===== config.mk =====
export PLATFORM = sky130hd
export DESIGN_NAME = fpu_mul_seq
export DESIGN_NICKNAME = d
export VERILOG_FILES = /design/src/rtl/fpu_pkg.sv /design/src/rtl/fpu_mul_norm.sv /design/src/rtl/fpu_mul_seq.sv
export SDC_FILE = /design/constraint.sdc
export NUM_CORES = 1
export LEC_CHECK = 0
export CAP_MARGIN = 20
export CORE_MARGIN = 3
export CORE_UTILIZATION = 54
export CTS_CLUSTER_DIAMETER = 200
export DETAILED_ROUTE_END_ITERATION = 8
export PLACE_DENSITY = 0.85
export SYNTH_ARGS = -nofsm -noshare
export SYNTH_HDL_FRONTEND = slang
export SYNTH_SLANG_ARGS = --single-unit

===== constraint.sdc =====
create_clock -name clk -period 7.46 [get_ports clk]
set_clock_uncertainty 0.05 [all_clocks]
set_input_delay 1.119 -clock clk [delete_from_list [all_inputs] [get_ports clk]]
set_output_delay 1.119 -clock clk [all_outputs]
set_load 0.02 [all_outputs]

===== src/rtl/fpu_pkg.sv =====
// Shared types, widths and operand classifiers for the sequential
// single-precision multiplier.
package fpu_pkg;

  typedef enum logic [1:0] {
    IDLE = 2'd0,
    MUL  = 2'd1,
    NORM = 2'd2,
    DONE = 2'd3
  } state_t;

  localparam int EXP_W  = 8;
  localparam int FRAC_W = 23;
  localparam int MANT_W = 24;
  localparam int PROD_W = 48;
  localparam logic [31:0] QNAN = 32'h7FC00000;

  function automatic logic is_nan(input logic [31:0] x);
    return (x[30:23] == 8'hFF) && (x[22:0] != 23'd0);
  endfunction

  function automatic logic is_inf(input logic [31:0] x);
    return (x[30:23] == 8'hFF) && (x[22:0] == 23'd0);
  endfunction

  // Zero exponent counts as zero: denormal inputs are flushed.
  function automatic logic is_zero(input logic [31:0] x);
    return (x[30:23] == 8'h00);
  endfunction

endpackage


===== src/rtl/fpu_mul_norm.sv =====
// Combinational normalize/round/exponent stage: turns the 48-bit mantissa
// product plus the operand classification into a packed result and flags.
module fpu_mul_norm
  import fpu_pkg::*;
#(
  parameter int BIAS = 127
) (
  input  logic [PROD_W-1:0] i_prod,
  input  logic [EXP_W-1:0]  i_ea,
  input  logic [EXP_W-1:0]  i_eb,
  input  logic              i_sa,
  input  logic              i_sb,
  input  logic              i_any_nan,
  input  logic              i_inf_x_zero,
  input  logic              i_any_inf,
  input  logic              i_any_zero,
  output logic [31:0]       o_result,
  output logic              o_ovf,
  output logic              o_unf,
  output logic              o_inv
);

  logic              w_sign;
  logic [FRAC_W-1:0] w_frac_raw;
  logic              w_rnd;
  logic [1:0]        w_adj;
  logic [FRAC_W:0]   w_frac_sum;
  logic [1:0]        w_adj_rnd;
  logic [FRAC_W-1:0] w_frac;
  logic signed [9:0] w_exp;

  assign w_sign     = i_sa ^ i_sb;
  assign w_frac_raw = i_prod[47] ? i_prod[46:24] : i_prod[45:23];
  assign w_rnd      = i_prod[47] ? i_prod[23] : i_prod[22];
  assign w_adj      = i_prod[47] ? 2'd1 : 2'd0;

  // Half-up rounding; a carry out of the fraction bumps the exponent.
  assign w_frac_sum = {1'b0, w_frac_raw} + {{FRAC_W{1'b0}}, w_rnd};
  assign w_adj_rnd  = w_adj + {1'b0, w_frac_sum[FRAC_W]};
  assign w_frac     = (i_prod == '0) ? '0 : w_frac_sum[FRAC_W-1:0];

  assign w_exp = signed'(10'({2'b00, i_ea}) + 10'({2'b00, i_eb})
                         + 10'(w_adj_rnd) - 10'(BIAS));

  always_comb begin
    o_result = '0;
    o_ovf    = 1'b0;
    o_unf    = 1'b0;
    o_inv    = 1'b0;
    if (i_any_nan || i_inf_x_zero) begin
      o_result = QNAN;
      o_inv    = 1'b1;
    end else if (i_any_inf) begin
      o_result = {w_sign, 8'hFF, 23'd0};
    end else if (i_any_zero) begin
      o_result = {w_sign, 31'd0};
    end else if (w_exp >= 10'sd255) begin
      o_result = {w_sign, 8'hFF, 23'd0};
      o_ovf    = 1'b1;
    end else if (w_exp <= 10'sd0) begin
      o_result = {w_sign, 31'd0};
      o_unf    = 1'b1;
    end else begin
      o_result = {w_sign, w_exp[7:0], w_frac};
    end
  end

endmodule


===== src/rtl/fpu_mul_seq.sv =====
// Sequential single-precision multiplier: valid/ready operand intake, shift-add
// mantissa multiply, one normalize cycle, held result on a valid/ready output.
module fpu_mul_seq
  import fpu_pkg::*;
#(
  parameter int BITS_PER_CYCLE = 1,
  parameter int BIAS           = 127
) (
  input  logic        clk,
  input  logic        rst,
  input  logic        in_valid,
  output logic        in_ready,
  input  logic [31:0] a,
  input  logic [31:0] b,
  output logic        out_valid,
  input  logic        out_ready,
  output logic [31:0] result,
  output logic        flag_ovf,
  output logic        flag_unf,
  output logic        flag_inv,
  output state_t      o_dbg_state
);

  localparam int ITER  = MANT_W / BITS_PER_CYCLE;
  localparam int CNT_W = 5;

  // Handshakes: a transfer happens on a rising edge where valid and ready are
  // both high; valid never waits on ready, and ready is only high in IDLE
  // (input side) while out_valid is only high in DONE (output side).

  state_t              r_state;
  state_t              w_next;
  logic [31:0]         r_a;
  logic [31:0]         r_b;
  logic [PROD_W-1:0]   r_mcand;
  logic [MANT_W-1:0]   r_mplier;
  logic [PROD_W-1:0]   r_acc;
  logic [CNT_W-1:0]    r_cnt;
  logic [31:0]         r_result;
  logic                r_ovf;
  logic                r_unf;
  logic                r_inv;

  logic [PROD_W-1:0]   w_pp;
  logic [31:0]         w_norm_result;
  logic                w_norm_ovf;
  logic                w_norm_unf;
  logic                w_norm_inv;
  logic                w_last;

  assign w_last = (r_cnt == CNT_W'(ITER - 1));

  always_ff @(posedge clk or posedge rst) begin
    if (rst) r_state <= IDLE;
    else     r_state <= w_next;
  end

  always_comb begin
    w_next = r_state;
    case (r_state)
      IDLE:    if (in_valid) w_next = MUL;
      MUL:     if (w_last) w_next = NORM;
      NORM:    w_next = DONE;
      DONE:    if (out_ready) w_next = IDLE;
      default: w_next = IDLE;
    endcase
  end

  // The multiplicand is pre-shifted each step so the partial product lands
  // at the current bit position without a separate shift counter.
  assign w_pp = r_mcand * PROD_W'(r_mplier[BITS_PER_CYCLE-1:0]);

  always_ff @(posedge clk or posedge rst) begin
    if (rst) begin
      r_a      <= '0;
      r_b      <= '0;
      r_mcand  <= '0;
      r_mplier <= '0;
      r_acc    <= '0;
      r_cnt    <= '0;
      r_result <= '0;
      r_ovf    <= 1'b0;
      r_unf    <= 1'b0;
      r_inv    <= 1'b0;
    end else begin
      case (r_state)
        IDLE: begin
          if (in_valid) begin
            r_a      <= a;
            r_b      <= b;
            r_mcand  <= {{(PROD_W-MANT_W){1'b0}}, |a[30:23], a[22:0]};
            r_mplier <= {|b[30:23], b[22:0]};
            r_acc    <= '0;
            r_cnt    <= '0;
          end
        end
        MUL: begin
          r_acc    <= r_acc + w_pp;
          r_mcand  <= r_mcand << BITS_PER_CYCLE;
          r_mplier <= r_mplier >> BITS_PER_CYCLE;
          r_cnt    <= r_cnt + CNT_W'(1);
        end
        NORM: begin
          r_result <= w_norm_result;
          r_ovf    <= w_norm_ovf;
          r_unf    <= w_norm_unf;
          r_inv    <= w_norm_inv;
        end
        default: ;
      endcase
    end
  end

  fpu_mul_norm #(
    .BIAS (BIAS)
  ) u_norm (
    .i_prod       (r_acc),
    .i_ea         (r_a[30:23]),
    .i_eb         (r_b[30:23]),
    .i_sa         (r_a[31]),
    .i_sb         (r_b[31]),
    .i_any_nan    (is_nan(r_a) || is_nan(r_b)),
    .i_inf_x_zero ((is_inf(r_a) && is_zero(r_b)) || (is_inf(r_b) && is_zero(r_a))),
    .i_any_inf    (is_inf(r_a) || is_inf(r_b)),
    .i_any_zero   (is_zero(r_a) || is_zero(r_b)),
    .o_result     (w_norm_result),
    .o_ovf        (w_norm_ovf),
    .o_unf        (w_norm_unf),
    .o_inv        (w_norm_inv)
  );

  assign in_ready    = (r_state == IDLE) && !rst;
  assign out_valid   = (r_state == DONE);
  assign result      = r_result;
  assign flag_ovf    = r_ovf;
  assign flag_unf    = r_unf;
  assign flag_inv    = r_inv;
  assign o_dbg_state = r_state;

endmodule

==> metrics.yaml, run 1 <==
status: "complete, no violations"
finalMaxSlewViolations: 0
critical_path_class: "flip-flop to flip-flop"
r2r-start: "r_acc[47]"
finalSetupViolations: 0
synth_top_family_by_area: "compound AO/OA/AOI/OAI gates"
cts_max_level: 1
layout-drive-gt1-share: 0.0985
cts_buffer_depth: 3
core_sq_um: 24500
grt_pass1_vias: 10500
areaGrowthSynthToFinish_pct: 15.4
synth_fa_ha_area_frac: 0.0656
fin_nets: 1594
routedWlPerCell_um: 18.4
synthArstFlopShare: 1.00
start_kind: "flip-flop"
dp_slack_ns: 1.95
muxShareOfSynthArea: 0.0945
initial_utilization: 0.551
slowest_delay_ns: 0.49
p_leak_nw: 6.79
max_slew_margin: 0.330
antenna_found_initial: 0
reg2reg_depth: 19
rows: 57
cp.required_ns: 7.84
drtPass1Iterations: 5
synth-compound-area-share: 0.199
postLayoutCoreUtil: 0.636
netlist_instances: 1391
vdd_drop_max_mv: 0.259
hold_depth: 2
yosysUniqueCellTypes: 75
synth_largest_area_cell: "dfrtp_1"
max_freq_ghz: 0.180
rsz0062_at_grt: "false"
grt_max_degree: 165
grt_pass1_wl_mm: 53.7
clk_root_buffer_cell: "clkbuf_16"
worstHoldPathType: "flip-flop to flip-flop"
globalRouteOverflowTotal: 0
yosys.area_share.simple: 0.147
routed_wl_mm: 33.0
grt_usage: 0.244
fp.dieW_um: 164
numClockSinks: 226
yosys_warnings: 0
synth_top_area_frac: 0.419
final_cell_mix: "dfrtp_1, nand2_1, o21ai_0, clkdlybuf4s50_1, a21oi_1"
synth-edff-count: 0
port-buffer-count: 106
n_antenna_cell: 0
ant_nets: 0
die_area_sq_um: 26900
insertion_delay_ns: 0.53
post-route-period-util: 0.747
cts_made_buffers: 24
endpoint_kind: "flip-flop"
holdCritStartpoint: "r_mplier[2]"
ys_seq_area_frac: 0.419
cts_hold_buf: 0
drv_cap: 0
arrival_ns: 5.95
worst-r2r-setup-slack_ns: 1.89
synth.net_count: 1527
post-route-min-period_ns: 5.57
finalHoldViolCount: 0
path_clk_slew_ns: 0.06
hpwl_mm: 23.3
syn_area_sq_um: 13500
r2r_end: "result[4]"
synth-main-ff-cell: "dfrtp_1"
tns_ns: 0
drtIter0Drc: 824
postCtsSetupRepairBufs: 0
synth.area.top_cells: "dfrtp_1, ha_1, mux2_2"
crit_chain: "buf_4 > nand2b_1 > a2111oi_2 > nand2_1 > a211oi_1 > and3_1 > and4_1 > ha_1 > inv_1 > ha_1 > inv_1 > fa_1 > xnor2_1 > nor4_1 > maj3_2 > a211o_1 > a21oi_4 > nand2_4 > o32ai_2"
crit_fanout: 66
post-route-drc-count: 0
power.density_nw_per_um2: 400
vias: 11000
design.portCount: 107
die_h_um: 164
cts_tree: "yes"
worst-slew-pin-transition_ns: 1.00
synth-seq-cells: 226
crit_buf_inv: 3
hold_end: "r_mplier[2]"
syn_avg_cell_area_sq_um: 9.70
synth_xor_area_frac: 0.0402
post_cts_resized: 0
place.gp.congestion: 0.958
cp_num_cells: 19
critPathTopFamily: "compound AO/OA/AOI/OAI gates"
crit_slowest_cell: "a2111oi_2"
vias_per_cell: 6.12
fin_ws_ns: 1.89
final_common_cell: "dfrtp_1"
[stage by stage]
stage | hold slack [ns] | cell area [sq um] | power, mW | cells
2_1_floorplan | 0.400 | 13500 | 4.23 | 1391
3_3_place_gp | 0.411 | 14700 | 4.88 | 1754
5_1_grt | 0.447 | 15600 | 6.64 | 1796
3_5_place_dp | 0.421 | 14700 | 5.01 | 1754
6_report | 0.433 | 15600 | 6.23 | 1796
4_1_cts | 0.434 | 15500 | 6.20 | 1794
[state kept, by name (all words and copies together) (netlist names)]
register	cells
flag_ovf	1
r_mplier	24
o_dbg_state	2
r_a	32
r_cnt	5
r_b	32
flag_unf	1
r_acc	48
flag_inv	1
r_mcand	48
result	32
[routing by layer]
metal	up-vias	wire length, um	global-route usage
li1	5197	-	-
met1	5380	14600	0.340
met2	342	15600	0.400
met3	64	1990	0.0378
met4	0	915	0.0669
met5	-	0	0
[tightest hold or removal path, delay by kind of cell, from the launching register on]
family | cells | cell delay [ns]
flops | 1 | 0.34
compound gates | 1 | 0.06
simple gates | 1 | 0.05
[worst max-delay path by stage]
stage / from / endpoint / slack (ns)
after floorplan: rst / flag_inv / 0.1
after global placement: r_acc[47] / result[8] / 2.16
after detailed placement: r_acc[47] / result[8] / 1.95
after CTS: r_acc[47] / result[8] / 1.92
after global routing: r_acc[47] / result[4] / 1.38
final: r_acc[47] / result[4] / 1.89
[kinds of logic (layout without fill, tap and decap cells)]
| family | count (synthesis) | after routing |
|---|---|---|
| simple gates | 404 | 404 |
| compound gates | 390 | 390 |
| flops | 226 | 226 |
| buf+inv | 122 | 203 |
| mux | 119 | 119 |
| fa+ha+maj | 69 | 69 |
| xor+xnor | 61 | 61 |
[synthesized netlist by cell type, types with 16 or more instances]
master    count
a211oi_1     16
nand2_1     158
nor4_1       32
xnor2_1      31
inv_1        49
mux2i_1      52
clkbuf_1     61
dfrtp_1     226
o21ai_0     107
mux2_2       67
nand3_1      22
nor2_1       56
a21oi_1      77
ha_1         65
a22o_1       37
and2_1       54
xor2_1       29
a21o_1       28
[report_power, final]
| part | total (mW) | switching, mW | leakage, nW | internal (mW) |
|---|---|---|---|---|
| logic | 3.01 | 1.78 | 3.53 | 1.22 |
| clock network | 1.16 | 0.494 | 0.375 | 0.663 |
| registers | 2.06 | 0.377 | 2.89 | 1.68 |
| total | 6.23 | 2.66 | 6.79 | 3.57 |
[area by class of cell]
| type | count | area [sq um] |
|---|---|---|
| clock buffer | 36 | 716 |
| clock inverter | 4 | 48.8 |
| fill | 1923 | 8900 |
| inverter | 49 | 191 |
| multi-input combinational | 1043 | 7390 |
| sequential | 226 | 5660 |
| tap | 324 | 405 |
| timing repair buffer | 114 | 1160 |
(Power assumes the default switching activity.)
==> inputs of run 2 (changes only) <==
CORE_UTILIZATION = 59   (was 54)
PLACE_DENSITY = 0.88   (was 0.85)
clock period = 5.75 ns   (was 7.46 ns; I/O delays follow)
==> metrics.yaml, run 2 (synthesis gave the netlist of run 1 again) <==
status: "complete, no violations"
path_clk_slew_ns: 0.06
hold_slack_ns: 0.439
worstHoldPathType: "flip-flop to flip-flop"
core_sq_um: 22200
cts_hold_buf: 0
n_antenna_cell: 0
post-route-period-util: 0.924
drtIter0Drc: 946
grt_usage: 0.278
cts_made_buffers: 24
grt_max_degree: 114
arrival_ns: 5.70
clkPwrFrac: 0.196
p_leak_nw: 6.84
numClockSinks: 226
routed_wl_mm: 34.5
worst-slew-pin-transition_ns: 0.982
reg2reg_depth: 20
hold_depth: 2
grt_pass1_vias: 10900
reg.largest.list: "r_acc x48, r_mcand x48"
vias_per_cell: 6.36
cp.required_ns: 6.14
vdd_drop_max_mv: 0.334
start_kind: "flip-flop"
fp.dieW_um: 157
die_area_sq_um: 24700
power.internal_mw: 4.75
insertion_delay_ns: 0.55
final_cell_area_sq_um: 15600
areaGrowthSynthToFinish_pct: 15.8
finalMaxSlewViolations: 0
crit_chain: "mux2_2 > ha_1 > nand3_1 > a2111oi_4 > nand2_1 > a211oi_2 > and3_1 > and4_1 > ha_1 > inv_1 > ha_1 > inv_1 > fa_1 > xnor2_1 > nor4_1 > maj3_2 > a211o_1 > a21oi_4 > nand2_4 > o32ai_2"
p_sw_frac: 0.427
rsz0062_at_grt: "false"
power.density_nw_per_um2: 530
finalSetupViolations: 0
slowest_delay_ns: 0.44
combPwrFrac: 0.480
hpwl_mm: 23.6
cts_tree: "yes"
final_common_cell: "dfrtp_1"
routedWlPerCell_um: 19.6
tns_ns: 0
layout-drive-gt1-share: 0.103
globalRouteOverflowTotal: 0
max_slew_margin: 0.345
cp_common_cell: "ha_1"
final_cell_mix: "dfrtp_1, nand2_1, o21ai_0"
design.portCount: 107
critical_path_class: "flip-flop to flip-flop"
endpoint_kind: "flip-flop"
fin_nets: 1597
die_h_um: 157
port-buffer-count: 106
drv_cap: 0
vias: 11200
postCtsSetupRepairBufs: 0
p_switching_mw: 3.53
crit_fanout: 15
pwr-share-seq: 0.324
finalHoldViolCount: 0
dp_slack_ns: 0.287
rows: 54
max_freq_ghz: 0.188
drtPass1Iterations: 6
initial_utilization: 0.609
cts_buffer_depth: 3
crit_slowest_cell: "dfrtp_2"
cts_max_level: 1
placed_area_sq_um: 14700
antenna_found_initial: 0
fin_ws_ns: 0.437
grt_pass1_wl_mm: 56.3
place.gp.congestion: 0.958
post-route-drc-count: 0
post-route-min-period_ns: 5.31
ant_nets: 0
clk_root_buffer_cell: "clkbuf_16"
==> run 2: power groups by stage <==
stage / clock, mW / combinational, mW / sequential [mW]
after global placement: 0 / 3.69 / 2.63
final: 1.63 / 3.97 / 2.68
after floorplan: 0 / 2.90 / 2.59
after detailed placement: 0 / 3.84 / 2.67
after global routing: 1.71 / 4.37 / 2.75
after CTS: 1.64 / 3.89 / 2.66
==> run 2: cell type report <==
| type | count | area [sq um] |
|---|---|---|
| multi-input combinational | 1043 | 7400 |
| fill | 1550 | 6540 |
| sequential | 226 | 5660 |
| timing repair buffer | 117 | 1190 |
| clock buffer | 36 | 716 |
| tap | 280 | 350 |
| inverter | 49 | 188 |
| clock inverter | 8 | 121 |
==> run 2: layer usage <==
| layer | global-route usage | vias up | routed length [um] |
|---|---|---|---|
| met5 | 0 | - | 0 |
| met4 | 0.0946 | 0 | 1280 |
| met3 | 0.0338 | 91 | 2020 |
| met2 | 0.465 | 442 | 16400 |
| met1 | 0.378 | 5450 | 14800 |
| li1 | - | 5201 | - |
==> run 2: worst paths after layout <==
check | from | to | slack, ns
worst max-delay path | r_acc[47] | result[4] | 0.44
worst min-delay path | r_mplier[17] | r_mplier[17] | 0.44
worst max register to register | r_acc[47] | result[4] | 0.44
worst min register to register | r_mplier[17] | r_mplier[17] | 0.44
max in group asynchronous | rst | r_acc[47] | 3.99
min in group asynchronous | rst | r_mplier[20] | 0.73
==> run 2: critical path, delay by kind of cell (launching register included) <==
kind	cells	cell delay (ns)
compound gates	5	1.66
mux	1	0.24
flops	1	0.44
fa+ha+maj	5	1.33
xor+xnor	1	0.23
buf+inv	2	0.12
simple gates	6	1.16
==> run 2: what timing repair did <==
action / CTS / global route
endpoints found under the setup margin: 0 / 23
gates resized for setup: 0 / 3
hold endpoints to repair: 0 / 0
==> run 2: per-stage QoR <==
step,util,instances,total power [mW]
2_1_floorplan,-,1391,5.49
3_3_place_gp,0.665,1714,6.32
3_5_place_dp,0.665,1714,6.51
4_1_cts,0.703,1758,8.20
5_1_grt,0.705,1759,8.83
6_report,0.705,1759,8.28
==> inputs of run 3 (changes only) <==
CTS_CLUSTER_SIZE = 14   (was default)
==> metrics.yaml, run 3 (synthesis gave the netlist of run 1 again) <==
max_freq_ghz: 0.187
drtPass1Iterations: 5
tns_ns: 0
grt_pass1_vias: 10800
vias: 11000
grt_max_degree: 114
regArea_sq_um: 5660
status: "complete, no violations"
cts_buffer_depth: 3
multi_input_area_sq_um: 7400
cts_hold_buf: 0
crit_fanout: 15
fillCellCount: 1572
critical_path_class: "flip-flop to flip-flop"
place.gp.congestion: 0.958
numClockSinks: 226
drv_cap: 0
fp.dieW_um: 157
vdd_drop_max_mv: 0.404
finalHoldViolCount: 0
final_common_cell: "dfrtp_1"
insertion_delay_ns: 0.53
core_sq_um: 22200
grt_usage: 0.271
vias_per_cell: 6.33
areaGrowthSynthToFinish_pct: 13.6
reg.largest.list: "r_acc x48, r_mcand x48"
arrival_ns: 5.70
port-buffer-count: 106
final_cell_mix: "dfrtp_1, nand2_1, o21ai_0"
worstHoldPathType: "flip-flop to flip-flop"
cts_tree: "yes"
worst-slew-pin-transition_ns: 0.976
start_kind: "flip-flop"
hpwl_mm: 23.6
n_antenna_cell: 0
post-route-min-period_ns: 5.34
globalRouteOverflowTotal: 0
worst-r2r-setup-slack_ns: 0.41
postLayoutCoreUtil: 0.692
path_clk_slew_ns: 0.07
ant_nets: 0
cp-startpoint: "r_acc[47]"
fin_nets: 1593
endpoint_kind: "flip-flop"
routed_wl_mm: 33.3
cp.required_ns: 6.11
post-route-drc-count: 0
post-route-period-util: 0.929
routedWlPerCell_um: 19.2
initial_utilization: 0.609
rsz0062_at_grt: "false"
layout-drive-gt1-share: 0.0933
design.portCount: 107
cts_made_buffers: 20
r2r-start: "r_acc[47]"
p_leak_nw: 6.69
drtIter0Drc: 927
die_area_sq_um: 24700
finalSetupViolations: 0
finalMaxSlewViolations: 0
antenna_found_initial: 0
power.density_nw_per_um2: 510
die_h_um: 157
grt_pass1_wl_mm: 54.9
clk_root_buffer_cell: "clkbuf_16"
max_slew_margin: 0.348
holdCritStartpoint: "r_mplier[10]"
rows: 54
cts_max_level: 1
-- run 3: layer usage --
layer  up-vias  part of all wire  GRT usage
met1      5384              0.44      0.373
met4         0             0.031     0.0822
li1       5176                 -          -
met5         -                 0          0
met2       365              0.48      0.450
met3        72             0.055     0.0360
-- run 3: report_power, final --
part,leakage (nW),internal (mW),switching [mW]
logic,3.54,1.59,2.33
registers,2.89,2.18,0.488
clock network,0.266,0.632,0.592
-- run 3: path summary, 6_finish.rpt --
check / endpoint / cells past startpoint
min reg2reg: r_mplier[10] / 2
min: r_mplier[10] / 2
max in group asynchronous: r_acc[43] / 3
max reg2reg: result[4] / 20
max: result[4] / 20
min in group asynchronous: r_mplier[20] / 2
-- run 3: per-stage QoR --
stage	hold slack [ns]	worst slack (ns)	std cells	power, mW	instance area [sq um]
after global routing	0.464	0.105	1738	8.37	15300
final	0.436	0.411	1738	7.82	15300
after CTS	0.435	0.271	1737	7.77	15300
after detailed placement	0.421	0.287	1714	6.51	14700
after global placement	0.410	0.513	1714	6.32	14700
after floorplan	0.400	0.103	1391	5.49	13500
-- run 3: worst max-delay path: stages, from the launching register on --
cell,delay [ns]
dfrtp_2,0.44
mux2_2,0.25
ha_1,0.22
nand3_1,0.18
a2111oi_4,0.43
nand2_1,0.18
a211oi_2,0.26
and3_1,0.28
and4_1,0.20
ha_1,0.22
inv_1,0.05
ha_1,0.16
inv_1,0.06
fa_1,0.41
xnor2_1,0.24
nor4_1,0.10
maj3_2,0.32
a211o_1,0.35
a21oi_4,0.32
nand2_4,0.21
o32ai_2,0.30
-- run 3: layout make-up --
class                   count  share of cell area
clock inverters             2             0.00302
well taps                 280              0.0229
multi-input cells        1043               0.483
inverters                  49              0.0122
clock buffers              21              0.0329
flip-flops and latches    226               0.369
repair buffers            117              0.0773
-- run 3: repair_timing --
item,in CTS,in global routing
buffers inserted,0,0
endpoints found under the setup margin,0,23
gates resized for setup,0,3
